<file path="src/rtl/sync_wconv_fifo.sv">
`default_nettype none
// ============================================================================
//  Module   : sync_wconv_fifo
//  Purpose  : Single-clock FIFO with width conversion. It packs narrow beats
//             into wide words (upsize) or unpacks wide words into narrow
//             slices (downsize). It supports packet boundaries through last
//             and marks valid output lanes with a keep mask.
//  Revision : 1.0 - initial release
// ============================================================================
module sync_wconv_fifo #(
    parameter int    IN_DATA_WIDTH  = 32,
    parameter int    OUT_DATA_WIDTH = 128,
    parameter int    FIFO_DEPTH     = 8,
    parameter string CONCAT_ORDER   = "LSB",
    parameter int    ADDR_WIDTH     = $clog2(FIFO_DEPTH)
) (
    input  logic                      clk,
    input  logic                      rst_n,
    input  logic [IN_DATA_WIDTH-1:0]  data_i,
    input  logic                      last_i,
    input  logic                      wr_valid_i,
    output logic                      wr_ready_o,
    output logic [OUT_DATA_WIDTH-1:0] data_o,
    output logic [OUT_DATA_WIDTH/((IN_DATA_WIDTH < OUT_DATA_WIDTH) ? IN_DATA_WIDTH : OUT_DATA_WIDTH)-1:0] keep_o,
    output logic                      last_o,
    input  logic                      rd_valid_i,
    output logic                      rd_ready_o,
    output logic                      empty_o,
    output logic                      full_o,
    output logic [ADDR_WIDTH:0]       counter
);

    localparam int C_MAX_W   = (IN_DATA_WIDTH > OUT_DATA_WIDTH) ? IN_DATA_WIDTH : OUT_DATA_WIDTH;
    localparam int C_MIN_W   = (IN_DATA_WIDTH < OUT_DATA_WIDTH) ? IN_DATA_WIDTH : OUT_DATA_WIDTH;
    localparam int C_RATIO   = C_MAX_W / C_MIN_W;
    localparam int C_LANES   = OUT_DATA_WIDTH / C_MIN_W;
    localparam int C_CNT_W   = (C_RATIO > 1) ? $clog2(C_RATIO) : 1;
    localparam bit C_UPSIZE    = (OUT_DATA_WIDTH > IN_DATA_WIDTH);
    localparam bit C_DOWNSIZE  = (IN_DATA_WIDTH > OUT_DATA_WIDTH);
    localparam bit C_MSB_FIRST = (CONCAT_ORDER == "MSB");
    localparam logic [C_CNT_W-1:0]  C_LAST_LANE = C_CNT_W'(C_RATIO - 1);
    localparam logic [C_CNT_W-1:0]  C_CNT_ONE   = C_CNT_W'(1);
    localparam logic [ADDR_WIDTH:0] C_PTR_ONE   = (ADDR_WIDTH + 1)'(1);

    // Storage: one wide word, its lane mask and its packet-end flag per entry
    logic [C_MAX_W-1:0]  r_mem_data [FIFO_DEPTH];
    logic [C_LANES-1:0]  r_mem_keep [FIFO_DEPTH];
    logic                r_mem_last [FIFO_DEPTH];

    logic [ADDR_WIDTH:0]     r_wr_ptr;
    logic [ADDR_WIDTH:0]     r_rd_ptr;
    logic                    w_full;
    logic                    w_empty;
    logic                    w_wr_hs;
    logic                    w_rd_hs;
    logic                    w_push;
    logic                    w_pop;
    logic [C_MAX_W-1:0]      w_push_data;
    logic [C_LANES-1:0]      w_push_keep;
    logic                    w_push_last;
    logic [C_MAX_W-1:0]      w_head_data;
    logic [C_LANES-1:0]      w_head_keep;
    logic                    w_head_last;
    logic [OUT_DATA_WIDTH-1:0] w_out_data;
    logic                    w_out_last;

    // Occupancy flags from wrap-bit pointers; writes never look at the read side
    always_comb begin
        w_empty = (r_wr_ptr == r_rd_ptr);
        w_full  = (r_wr_ptr[ADDR_WIDTH] != r_rd_ptr[ADDR_WIDTH]) &&
                  (r_wr_ptr[ADDR_WIDTH-1:0] == r_rd_ptr[ADDR_WIDTH-1:0]);
        w_wr_hs = wr_valid_i & ~w_full;
        w_rd_hs = rd_valid_i & ~w_empty;
    end

    // Head-of-queue entry, read asynchronously from storage
    always_comb begin
        w_head_data = r_mem_data[r_rd_ptr[ADDR_WIDTH-1:0]];
        w_head_keep = r_mem_keep[r_rd_ptr[ADDR_WIDTH-1:0]];
        w_head_last = r_mem_last[r_rd_ptr[ADDR_WIDTH-1:0]];
    end

    generate
        if (C_UPSIZE) begin : g_upsize
            logic [C_CNT_W-1:0]        r_wcnt;
            logic [OUT_DATA_WIDTH-1:0] r_asm;
            logic [C_CNT_W-1:0]        w_pos;
            logic [OUT_DATA_WIDTH-1:0] w_lane_data;
            logic                      w_word_done;

            // Place the beat in its lane; MSB order fills from the top lane downward
            always_comb begin
                w_pos       = C_MSB_FIRST ? (C_LAST_LANE - r_wcnt) : r_wcnt;
                w_word_done = (r_wcnt == C_LAST_LANE) | last_i;
                w_lane_data = '0;
                w_push_keep = '0;
                for (int s = 0; s < C_LANES; s++) begin
                    if (w_pos == C_CNT_W'(s)) begin
                        w_lane_data[s*IN_DATA_WIDTH +: IN_DATA_WIDTH] = data_i;
                    end
                    // keep bit s describes physical lane s of data_o
                    if (C_MSB_FIRST) begin
                        w_push_keep[s] = ((C_LANES - 1 - s) <= int'(r_wcnt));
                    end else begin
                        w_push_keep[s] = (s <= int'(r_wcnt));
                    end
                end
                w_push_data = r_asm | w_lane_data;
                w_push_last = last_i;
                w_push      = w_wr_hs & w_word_done;
                w_pop       = w_rd_hs;
                w_out_data  = w_head_data;
                w_out_last  = w_head_last;
            end

            // Lane counter and assembly register; cleared whenever a word is pushed
            always_ff @(posedge clk or negedge rst_n) begin
                if (!rst_n) begin
                    r_wcnt <= '0;
                    r_asm  <= '0;
                end else if (w_wr_hs) begin
                    if (w_word_done) begin
                        r_wcnt <= '0;
                        r_asm  <= '0;
                    end else begin
                        r_wcnt <= r_wcnt + C_CNT_ONE;
                        r_asm  <= w_push_data;
                    end
                end
            end
        end else if (C_DOWNSIZE) begin : g_downsize
            logic [C_CNT_W-1:0] r_rcnt;
            logic               w_slice_last;

            // Present slice rcnt of the head word; only the final slice pops the entry
            always_comb begin
                w_slice_last = (r_rcnt == C_LAST_LANE);
                w_push       = w_wr_hs;
                w_push_data  = data_i;
                w_push_keep  = '1;
                w_push_last  = last_i;
                w_pop        = w_rd_hs & w_slice_last;
                w_out_last   = w_head_last & w_slice_last;
                w_out_data   = '0;
                for (int s = 0; s < C_RATIO; s++) begin
                    if (r_rcnt == C_CNT_W'(s)) begin
                        w_out_data = w_head_data[s*OUT_DATA_WIDTH +: OUT_DATA_WIDTH];
                    end
                end
            end

            // Read slice counter, wraps after the last slice of each entry
            always_ff @(posedge clk or negedge rst_n) begin
                if (!rst_n) begin
                    r_rcnt <= '0;
                end else if (w_rd_hs) begin
                    r_rcnt <= w_slice_last ? '0 : (r_rcnt + C_CNT_ONE);
                end
            end
        end else begin : g_plain
            // Equal widths: one beat in, one beat out
            always_comb begin
                w_push      = w_wr_hs;
                w_push_data = data_i;
                w_push_keep = '1;
                w_push_last = last_i;
                w_pop       = w_rd_hs;
                w_out_data  = w_head_data;
                w_out_last  = w_head_last;
            end
        end
    endgenerate

    // Storage write; contents need no reset because empty masks the outputs
    always_ff @(posedge clk) begin
        if (w_push) begin
            r_mem_data[r_wr_ptr[ADDR_WIDTH-1:0]] <= w_push_data;
            r_mem_keep[r_wr_ptr[ADDR_WIDTH-1:0]] <= w_push_keep;
            r_mem_last[r_wr_ptr[ADDR_WIDTH-1:0]] <= w_push_last;
        end
    end

    // Write and read pointers, each with a wrap bit above the address
    always_ff @(posedge clk or negedge rst_n) begin
        if (!rst_n) begin
            r_wr_ptr <= '0;
            r_rd_ptr <= '0;
        end else begin
            if (w_push) begin
                r_wr_ptr <= r_wr_ptr + C_PTR_ONE;
            end
            if (w_pop) begin
                r_rd_ptr <= r_rd_ptr + C_PTR_ONE;
            end
        end
    end

    // Output view; data, keep and last read as zero while nothing is stored
    always_comb begin
        wr_ready_o = ~w_full;
        rd_ready_o = ~w_empty;
        empty_o    = w_empty;
        full_o     = w_full;
        counter    = r_wr_ptr - r_rd_ptr;
        data_o     = w_empty ? '0   : w_out_data;
        keep_o     = w_empty ? '0   : w_head_keep;
        last_o     = w_empty ? 1'b0 : w_out_last;
    end

endmodule
`default_nettype wire

</file>
<file path="config.mk">
export PLATFORM = sky130hd
export DESIGN_NAME = sync_wconv_fifo
export DESIGN_NICKNAME = d
export VERILOG_FILES = /design/src/rtl/sync_wconv_fifo.sv
export SDC_FILE = /design/constraint.sdc
export NUM_CORES = 1
export LEC_CHECK = 0
export BUFFER_PORTS_ARGS = -buffer_cell sky130_fd_sc_hd__buf_2
export CORE_ASPECT_RATIO = 0.75
export CORE_UTILIZATION = 55
export CTS_CLUSTER_SIZE = 8
export DETAILED_ROUTE_END_ITERATION = 8
export PLACE_DENSITY = 0.82
export SKIP_CTS_REPAIR_TIMING = 1
export SLEW_MARGIN = 20
export SYNTH_ARGS = -nofsm -noshare
export SYNTH_HDL_FRONTEND = slang
export SYNTH_SLANG_ARGS = --single-unit
</file>
<file path="constraint.sdc">
create_clock -name clk -period 24.1 [get_ports clk]
set_clock_uncertainty 0.05 [all_clocks]
set_input_delay 1.205 -clock clk [delete_from_list [all_inputs] [get_ports clk]]
set_output_delay 1.205 -clock clk [all_outputs]
set_load 0.02 [all_outputs]
</file>
==> run summary <==
The count of warnings emitted by yosys is 0. The arrival time at the worst endpoint came out at 5320 ps. The number of synthesized register bits is 1,194. In this run the static leakage power is between 0.015 and 0.02 uW.

After synthesis, the most frequently instantiated cells are edfxtp_1 (1,056), mux4_2 (264), nand2_1 (170). The total core area came out at 0.0825 mm2. The final estimated routing congestion in global placement is around 0.77. Setup repair after global routing left no endpoint under its margin. The synthesized area divided by synthesized cell count came out at 20.6 um2. Per report_power, the sequential group accounts for 38.4% of the total. The number of antenna violations at the first check in global routing came out at 7.

The data required time of the worst path is 22,840 ps. The clock-pin slew on the worst setup and hold paths is 50 ps. The sequential cells in the finished layout cover a total of 0.0352 mm2. After detailed routing, the total wire length is 113 mm. The via count of the first global-routing pass came out at 24,600. The ratio of cells with drive above 1 in the final layout came out at between 20% and 30%. The count of TritonRoute iterations in the first routing pass came out at 7. The final setup TNS came out at 0 ps. The stage delay of the slowest cell on the critical path is 1080 ps. The worst-case headroom to the max-slew limit is 26.8%. The number of distinct standard cells referenced by the synthesized netlist came out at 38. The register-to-register setup slack came out at 19,360 ps. The area of the die came out at 0.0848 mm2. The total area of multi-input combinational cells is 0.00996 mm2.

The number of buffers inserted by port buffering is 177. The utilization after layout came out at 63.8%. The clock latency at the later pin of the worst-skew pair is 730 ps. STA classifies the critical path endpoint as an output pin.

The critical path goes through buf_4 > buf_6 > buf_4 > mux4_2 > a22o_1 > buf_2. The number of rows created at floorplan came out at 91. The area fraction of the dominant cell type after synthesis is 68.9%. The number of H-tree levels came out at 4. The first element of the critical path is r_rd_ptr[0]$_DFFE_PN0P_. For this design the total switching power over the nets is roughly 2500 uW. The clock tree root buffer cell is clkbuf_16. The slowest stage cell on the critical path is dfrtp_4.

The most numerous cell in the Yosys netlist is edfxtp_1. The number of violations of the max-capacitance limit is 0. The net count of the finished layout came out at 2,523. The flow ran to the end, and the final reports show no timing, DRC or antenna violations. TritonCTS built the clock tree.

The combinational cell fraction of total power is 32.5%. The worst register-to-register path begins at r_rd_ptr[0]$_DFFE_PN0P_. The biggest fanout along the worst timing path is 51. The deepest clock path buffer count came out at 3. After synthesis, flip-flops and latches occupy 76.4% of the total area. The clock sink total is between 1,000 and 1,500. The proportion of total power due to net switching came out at 33.7%.

The final critical-path share of the clock period is 27.3%. The horizontal die dimension came out at 336 um. In this run, the number of DRC markers left after iteration 0 of detailed routing was about 3,200. Entering global routing, the biggest net connects 133 pins. The startpoint identified for the worst hold timing path is g_upsize.r_asm[88]$_DFFE_PN0P_. The count of fill cells added during filler insertion is 5,181. The first-pass GRT wire length came out at between 150 and 200 mm.

The DRC violations left came out at 0. The worst IR drop on VDD came out at 163 uV. The number of enable flip-flop cells after synthesis is 1,056. The category of the most critical setup path is register to output pin. In the post-synthesis netlist, the biggest area contributors are edfxtp_1 (69%), mux4_2 (13%), dfrtp_1 (7.5%), a22o_1 (2.5%), a21o_1 (2.1%). The cell count of the worst hold path is 2. The net count after synthesis came out at 2,283. Among all flip-flop cells after synthesis, the most frequent one is edfxtp_1.

STA classifies the critical path startpoint as a register. The average via count per standard cell came out at ~6.4. The effective utilization at floorplan is between 50% and 60%. Of all flip-flops after synthesis, the portion carrying an async set or reset was a little under an eighth. The power per cell area came out at 141 mW/mm2. The final worst slack is 17,520 ps. Setup violations remaining at the end of the flow were counted as 0. The number of hold-slack violations in the final timing report is 0.

The biggest area contributor in the post-synthesis netlist is edfxtp_1. The post-synthesis instance area is 0.0460 mm2. The highest attainable clock frequency came out at ~0.15 GHz. The remaining antenna violation count is 0. By instance count, the cell type seen most on the critical path is buf_4.

The post-synthesis to final-layout area growth came out at 14.5%. The per-cell routed wire length came out at 30.5 um. The number of cells on the worst reg-to-reg path came out at 7. The aggregate global-route resource usage is 27.2%. The endpoint identified for the worst register-to-register timing path is r_mem_data[6][74]$_DFFE_PP_. Prior to clock tree synthesis, the placed netlist has a worst setup slack of 17,830 ps. The number of top-level design ports came out at 178. Cell internal power was estimated by the tool at a little under 5000 uW. The worst hold path terminates at g_upsize.r_asm[88]$_DFFE_PN0P_. The synthesized netlist cell count is 2,236. The half-perimeter wire length after placement came out at approximately 58 mm.

The global-route congestion overflow total came out at 0. The die height came out at 252 um. The clock period minus final worst setup slack is approximately 6600 ps. The number of CTS-inserted buffers came out at 167.

The routed layout has approximately 24,000 vias. The path class of the tightest hold or removal check is register to register. The final-report max-slew violation count is 0.

The transition time at the pin with the least slew margin is 1100 ps. The power share of the clock group is 29.1%.
per-stage QoR:
| step | instance area [um2] | total power, uW | hold WS, ps | std cells |
|---|---|---|---|---|
| after floorplan | 46000 | 4590 | 400 | 2236 |
| after global placement | 47800 | 5200 | 413 | 3422 |
| after detailed placement | 47800 | 5280 | 422 | 3422 |
| after CTS | 52600 | 7480 | 434 | 3715 |
| after global routing | 52700 | 7700 | 454 | 3716 |
| final | 52700 | 7450 | 431 | 3720 |
how the worst max path moves through the flow:
stage / endpoint / slack [ps] / cells after the start
4_1_cts: data_o[85] / 17060 / 6
2_1_floorplan: r_mem_data[3][0]$_DFFE_PP_ / 8790 / 6
6_report: data_o[95] / 17520 / 6
3_3_place_gp: data_o[85] / 17960 / 6
5_1_grt: data_o[95] / 17030 / 6
3_5_place_dp: data_o[85] / 17830 / 6
layer usage:
metal | up-vias | share of wire (%) | global-route usage (%)
met2 | 1591 | 48 | 42.5
met1 | 12500 | 38 | 37.6
met3 | 259 | 11 | 6.51
li1 | 9640 | - | -
met5 | - | 0 | 0
met4 | 0 | 3.4 | 10.1
registers in the layout (all words and copies together) (netlist names):
signal / count
r_wr_ptr: 4
r_mem_keep: 24
g_upsize.r_asm: 128
r_mem_data: 1024
r_rd_ptr: 4
r_mem_last: 8
g_upsize.r_wcnt: 2
power by group through the flow:
stage	clock, uW	sequential [uW]	combinational [uW]
after global placement	0	2870	2330
after detailed placement	0	2900	2390
final	2170	2860	2420
after floorplan	0	2860	1730
after CTS	2190	2870	2420
after global routing	2270	2880	2550
worst max-delay path, delay by kind of cell (launching register included):
| kind | cells | cell delay (ps) |
|---|---|---|
| buf+inv | 4 | 2450 |
| flops | 1 | 1080 |
| mux | 1 | 620 |
| compound gates | 1 | 290 |
cells in the final DEF, fill, tap and decap left out, drive strengths merged:
| cell | n |
|---|---|
| ha | 9 |
| mux4 | 264 |
| fa | 1 |
| or2 | 3 |
| a21o | 129 |
| xor2 | 3 |
| nand2b | 1 |
| nand3 | 8 |
| diode | 4 |
| dfrtp | 138 |
| xnor2 | 7 |
| o21ai | 88 |
| mux2 | 2 |
| a31oi | 12 |
| clkbuf | 284 |
| and2 | 32 |
| nor3 | 3 |
| clkinv | 4 |
| a21oi | 13 |
| o211ai | 1 |
| buf | 213 |
| nand2 | 170 |
| nor2 | 7 |
| nor4 | 2 |
| inv | 17 |
| o21a | 1 |
| a22o | 132 |
| edfxtp | 1056 |
layout make-up:
type	instances	area share [%]
sequential	1194	66.8
clock inverter	9	0.207
timing repair buffer	213	2.36
multi-input combinational	888	18.9
tap	1116	2.65
clock buffer	284	9.01
antenna	4	0.0190
inverter	12	0.0855
cells by family after synthesis:
| logic type | Yosys count | share of synthesized area [%] |
|---|---|---|
| xor+xnor | 10 | 0.190 |
| buf+inv | 154 | 2.05 |
| simple gates | 226 | 2.14 |
| compound gates | 376 | 5.92 |
| mux | 266 | 13.0 |
| flops | 1194 | 76.4 |
| fa+ha+maj | 10 | 0.288 |
(Power assumes the default switching activity.)
